File: src/rtl/deserialize_pkg.sv
// Shared constants and helpers for the stream deserializer.
// Slot-order encodings and a constant-evaluable clog2.
package deserialize_pkg;

  localparam int ORDER_NEWEST_LOW = 0;
  localparam int ORDER_FIRST_LOW  = 1;

  function automatic int clog2(input int v);
    int r;
    r = 0;
    while ((1 << r) < v) r++;
    return r;
  endfunction

endpackage

File: src/rtl/deserialize_fill.sv
// Fill buffer and word counter for the stream deserializer.
// Exposes the buffer as it would look with this cycle's word included.
module deserialize_fill
  import deserialize_pkg::*;
#(
  parameter int LENGTH    = 8,
  parameter int BIT_WIDTH = 64,
  parameter int ORDER     = ORDER_NEWEST_LOW,
  parameter int CNT_W     = clog2(LENGTH + 1)
) (
  input  logic                        clk,
  input  logic                        rst,
  input  logic                        i_accept,
  input  logic [BIT_WIDTH-1:0]        i_data,
  input  logic                        i_clear,
  output logic [LENGTH*BIT_WIDTH-1:0] o_vec_next,
  output logic [CNT_W-1:0]            o_cnt_next
);

  logic [LENGTH*BIT_WIDTH-1:0] r_buf;
  logic [CNT_W-1:0]            r_cnt;
  logic [LENGTH*BIT_WIDTH-1:0] w_vec;
  logic [CNT_W-1:0]            w_cnt;

  always_comb begin
    w_vec = r_buf;
    w_cnt = r_cnt;
    if (i_accept) begin
      w_cnt = r_cnt + CNT_W'(1);
      if (ORDER == ORDER_NEWEST_LOW) begin
        w_vec = {r_buf[(LENGTH-1)*BIT_WIDTH-1:0], i_data};
      end else begin
        for (int i = 0; i < LENGTH; i++) begin
          if (r_cnt == CNT_W'(i))
            w_vec[i*BIT_WIDTH +: BIT_WIDTH] = i_data;
        end
      end
    end
  end

  // Clearing on transfer is what zero-pads later partial vectors.
  always_ff @(posedge clk) begin
    if (rst || i_clear) begin
      r_buf <= '0;
      r_cnt <= '0;
    end else if (i_accept) begin
      r_buf <= w_vec;
      r_cnt <= w_cnt;
    end
  end

  assign o_vec_next = w_vec;
  assign o_cnt_next = w_cnt;

endmodule

File: src/rtl/deserialize_stream.sv
// Serial-to-vector deserializer with valid/ready on both sides.
// A closed vector waits in the fill buffer while the hold stage is busy.
module deserialize_stream
  import deserialize_pkg::*;
#(
  parameter int LENGTH    = 8,
  parameter int BIT_WIDTH = 64,
  parameter int ORDER     = ORDER_NEWEST_LOW,
  parameter int CNT_W     = clog2(LENGTH + 1)
) (
  input  logic                        clk,
  input  logic                        rst,
  input  logic                        in_valid,
  output logic                        in_ready,
  input  logic [BIT_WIDTH-1:0]        in_data,
  input  logic                        in_flush,
  output logic                        out_valid,
  input  logic                        out_ready,
  output logic [LENGTH*BIT_WIDTH-1:0] out_vec,
  output logic [CNT_W-1:0]            out_count
);

  logic                        r_full;
  logic                        r_out_valid;
  logic [LENGTH*BIT_WIDTH-1:0] r_hold_vec;
  logic [CNT_W-1:0]            r_hold_cnt;

  logic                        w_accept;
  logic                        w_hold_free;
  logic                        w_close;
  logic                        w_xfer;
  logic [LENGTH*BIT_WIDTH-1:0] w_vec_next;
  logic [CNT_W-1:0]            w_cnt_next;

  assign w_accept    = in_valid && !r_full;
  assign w_hold_free = !r_out_valid || out_ready;
  assign w_close     = !r_full &&
                       ((w_accept && w_cnt_next == CNT_W'(LENGTH)) ||
                        (in_flush && w_cnt_next != '0));
  assign w_xfer      = (w_close || r_full) && w_hold_free;

  deserialize_fill #(
    .LENGTH    (LENGTH),
    .BIT_WIDTH (BIT_WIDTH),
    .ORDER     (ORDER),
    .CNT_W     (CNT_W)
  ) u_fill (
    .clk        (clk),
    .rst        (rst),
    .i_accept   (w_accept),
    .i_data     (in_data),
    .i_clear    (w_xfer),
    .o_vec_next (w_vec_next),
    .o_cnt_next (w_cnt_next)
  );

  always_ff @(posedge clk) begin
    if (rst) begin
      r_full      <= 1'b0;
      r_out_valid <= 1'b0;
      r_hold_vec  <= '0;
      r_hold_cnt  <= '0;
    end else begin
      if (w_xfer) begin
        r_full      <= 1'b0;
        r_out_valid <= 1'b1;
        r_hold_vec  <= w_vec_next;
        r_hold_cnt  <= w_cnt_next;
      end else begin
        if (w_close) r_full <= 1'b1;
        if (out_ready) r_out_valid <= 1'b0;
      end
    end
  end

  assign in_ready  = !r_full;
  assign out_valid = r_out_valid;
  assign out_vec   = r_hold_vec;
  assign out_count = r_hold_cnt;

endmodule

File: config.mk
export PLATFORM = sky130hd
export DESIGN_NAME = deserialize_stream
export DESIGN_NICKNAME = d
export VERILOG_FILES = /design/src/rtl/deserialize_pkg.sv /design/src/rtl/deserialize_fill.sv /design/src/rtl/deserialize_stream.sv
export SDC_FILE = /design/constraint.sdc
export NUM_CORES = 2
export LEC_CHECK = 0
export ABC_CLOCK_PERIOD_IN_PS = 3500
export BUFFER_PORTS_ARGS = -buffer_cell sky130_fd_sc_hd__buf_2
export CAP_MARGIN = 0
export CORE_ASPECT_RATIO = 1.75
export CORE_MARGIN = 2
export CORE_UTILIZATION = 53
export DETAILED_ROUTE_END_ITERATION = 12
export PLACE_DENSITY = 0.75
export SLEW_MARGIN = 20
export SYNTH_ARGS = -nofsm -noshare
export SYNTH_HDL_FRONTEND = slang
export SYNTH_SLANG_ARGS = --single-unit
File: constraint.sdc
create_clock -name clk -period 3.5 [get_ports clk]
set_input_delay 0.875 -clock clk [delete_from_list [all_inputs] [get_ports clk]]
set_output_delay 0.875 -clock clk [all_outputs]
set_load 0.1 [all_outputs]
==> run metrics <==
status=complete, no violations; Peak VDD IR=0.512 mV; Overall Global Routing Usage=around 29%; final setup fails=0; met3 WL=slightly below 9000 microns; number of global-route vias before repair=34100; critical path class=register to register; Detailed Place HPWL=~82000 microns; Synth warnings=0; Die Y=377 microns; CTS max path bufs=3; Net Sw Power=around 0.012 W; Post CTS Setup Buffer Count=0; Die X=between 200 and 250 microns; DRT Wirelength=roughly 120000 microns; Root Buffer=clkbuf_16; commonest cells after routing, fill and taps aside=dfxtp_1, nand2_1, a21oi_1; n_diodes=0; top sig layer=met4; wire length on met1=approximately 53000 microns; die area=around 82000 sq um; worst skew pair latency=slightly below 700 ps; PortBufs=approximately 590; Rel. slew slack=27.9%; PwrDens=653 nW/um^2; GPL Wtd Cong=0.865; worst path cell trace=ha_1 -> and4bb_2 -> a21oi_1 -> o31a_2 -> buf_12 -> buf_4 -> a21oi_1 -> a211oi_1; P_int=between 0.015 and 0.02 W; Synth cell types=35; fill count=between 6000 and 7000; Top Family by Delay on Critical Path=compound AO/OA/AOI/OAI gates; post-synthesis sequential area ratio=49.1%; Num CTS Buffers=89; synthesis-to-finish area growth=15.3%; Max FO, Critical Path=44; flops & latches, synth=between 1000 and 1500; Post-synth EDFFs=0; post-route antenna net violation count=0; wire length on met2=56400 microns; Vias=between 30000 and 40000; Post-Syn Area=between 40000 and 50000 sq um; Logic pwr share=roughly 27%; fin crit period=~2800 ps; post-route design area=between 40000 and 50000 sq um; CTS Sinks=1034; cells after synthesis=5122; Max-Cap Viols=0; H-tree depth=3; CTS tree=yes; CTS clk-pin slew, worst paths=70 ps; Pleak=between 20 and 25 nW; CP dominant cell by count=a21oi_1; Post-CTS Hold Fix Bufs=0; CP Capture Type=register; Worst setup SP type=register; CP max-delay cell=buf_4; Fmax=between 300 and 400 MHz; Critical path buffers and inverters=2; switching share of total power=37.9%; PostCTS Resize Cnt=0; DRT iter0 DRCs=about 3600; initial antenna violation count=0; DP Area=approximately 46000 sq um; row count=136; Worst EP arrival=3380 ps; hold crit path type=register to register; Final Max Tran Viols=0; nets=5551; Worst-Margin Slew=around 1100 ps; syn nets=5192; Worst path max stage delay=approximately 400 ps; dominant synthesized flop cell=dfxtp_1; RSZ-0062 raised after global routing=false; Final Hold Viols=0; layout cells sized above 1=around a fifth; # DRC=0; global-route wire length before repair=between 150000 and 200000 microns; largest net degree at the start of global routing=between 150 and 200; core area=~79000 sq um; asr flop ratio synth=0%; Syn Area/Cell=8.23 sq um; num ports=approximately 590; vias per cell=between 5 and 6; Reg power frac=between 40% and 50%; setup TNS=0 ps; leading cell type in the layout, fill and taps excluded=dfxtp_1; Final period util=approximately four fifths; clock skew=26.1 ps; DR WL/cell=roughly 19 microns; TritonRoute pass-1 iters=6; Worst EP required=approximately 4100 ps; Clk pwr share=31.9%; gr ovfl total=0; starting density of the core=53.6%
[metal layers]
metal	vias to the layer above	GRT usage, %
li1	18000	-
met1	17600	39.8
met2	1517	45.3
met3	173	4.38
met4	0	9.38
met5	-	0
[final timing paths]
| kind | from | end | slack (ps) | depth (start not counted) |
|---|---|---|---|---|
| worst max-delay path | u_fill.r_cnt[0]$_SDFFE_PP0P_ | out_vec[86]$_SDFFE_PP0P_ | 690 | 8 |
| worst max register to register | u_fill.r_cnt[0]$_SDFFE_PP0P_ | out_vec[86]$_SDFFE_PP0P_ | 690 | 8 |
| worst min-delay path | out_vec[94]$_SDFFE_PP0P_ | out_vec[94]$_SDFFE_PP0P_ | 450 | 2 |
| worst min register to register | out_vec[94]$_SDFFE_PP0P_ | out_vec[94]$_SDFFE_PP0P_ | 450 | 2 |
[per-stage QoR]
| stage | setup WS [ps] | hold WS [ps] | utilization, % | total power (W) | cells |
|---|---|---|---|---|---|
| 2_1_floorplan | 917 | 445 | - | 0.0203 | 5122 |
| 3_5_place_dp | 377 | 439 | 58.1 | 0.0218 | 6425 |
| 4_1_cts | 717 | 422 | 61.9 | 0.0319 | 6581 |
| 5_1_grt | 557 | 455 | 61.9 | 0.0327 | 6581 |
| 3_3_place_gp | 451 | 439 | 58.1 | 0.0218 | 6425 |
| 6_report | 688 | 453 | 61.9 | 0.0318 | 6581 |
[cell families after synthesis]
family | after synthesis | share of synthesized area [%]
buf+inv | 974 | 10.2
simple gates | 1562 | 15.5
mux | 2 | 0.0475
compound gates | 1547 | 25.1
fa+ha+maj | 1 | 0.0297
flops | 1034 | 49.1
xor+xnor | 2 | 0.0415
[worst min-delay path: cells and delay by family (launching register included)]
kind | cells | cell delay, ps
compound gates | 1 | 50
flops | 1 | 310
buf+inv | 1 | 50
[Yosys cell counts, types with 6 or more instances]
master,number,area (sq um)
a211oi_2,300,3750
buf_1,21,78.8
buf_12,33,661
inv_1,516,1940
clkbuf_1,330,1240
nand3_1,514,2570
a211oi_1,212,1590
nor2_1,6,22.5
a21oi_1,1025,5130
buf_2,70,350
nand2_1,1026,3850
dfxtp_1,1034,20700
[final cells by class]
type,count,area [sq um],area share [%]
clock buffer,124,2590,5.33
clock inverter,32,360,0.741
inverter,516,1940,3.98
multi-input combinational,3114,17200,35.4
sequential,1034,20700,42.6
tap,1035,1290,2.66
timing repair buffer,726,4530,9.32
[flip-flops by register name, summed over array words and instances, names as in the netlist]
signal,flops
out_count,4
r_full,1
u_fill.r_buf,512
u_fill.r_cnt,4
out_valid,1
out_vec,512
[power groups by stage]
stage	clock network [W]	registers, W	logic, W
2_1_floorplan	0	0.0177	0.00264
3_3_place_gp	0	0.0132	0.00856
3_5_place_dp	0	0.0132	0.00864
4_1_cts	0.0102	0.0129	0.00866
5_1_grt	0.0107	0.0130	0.00902
6_report	0.0101	0.0130	0.00866
No activity file was read; power rests on OpenSTA's default activity.
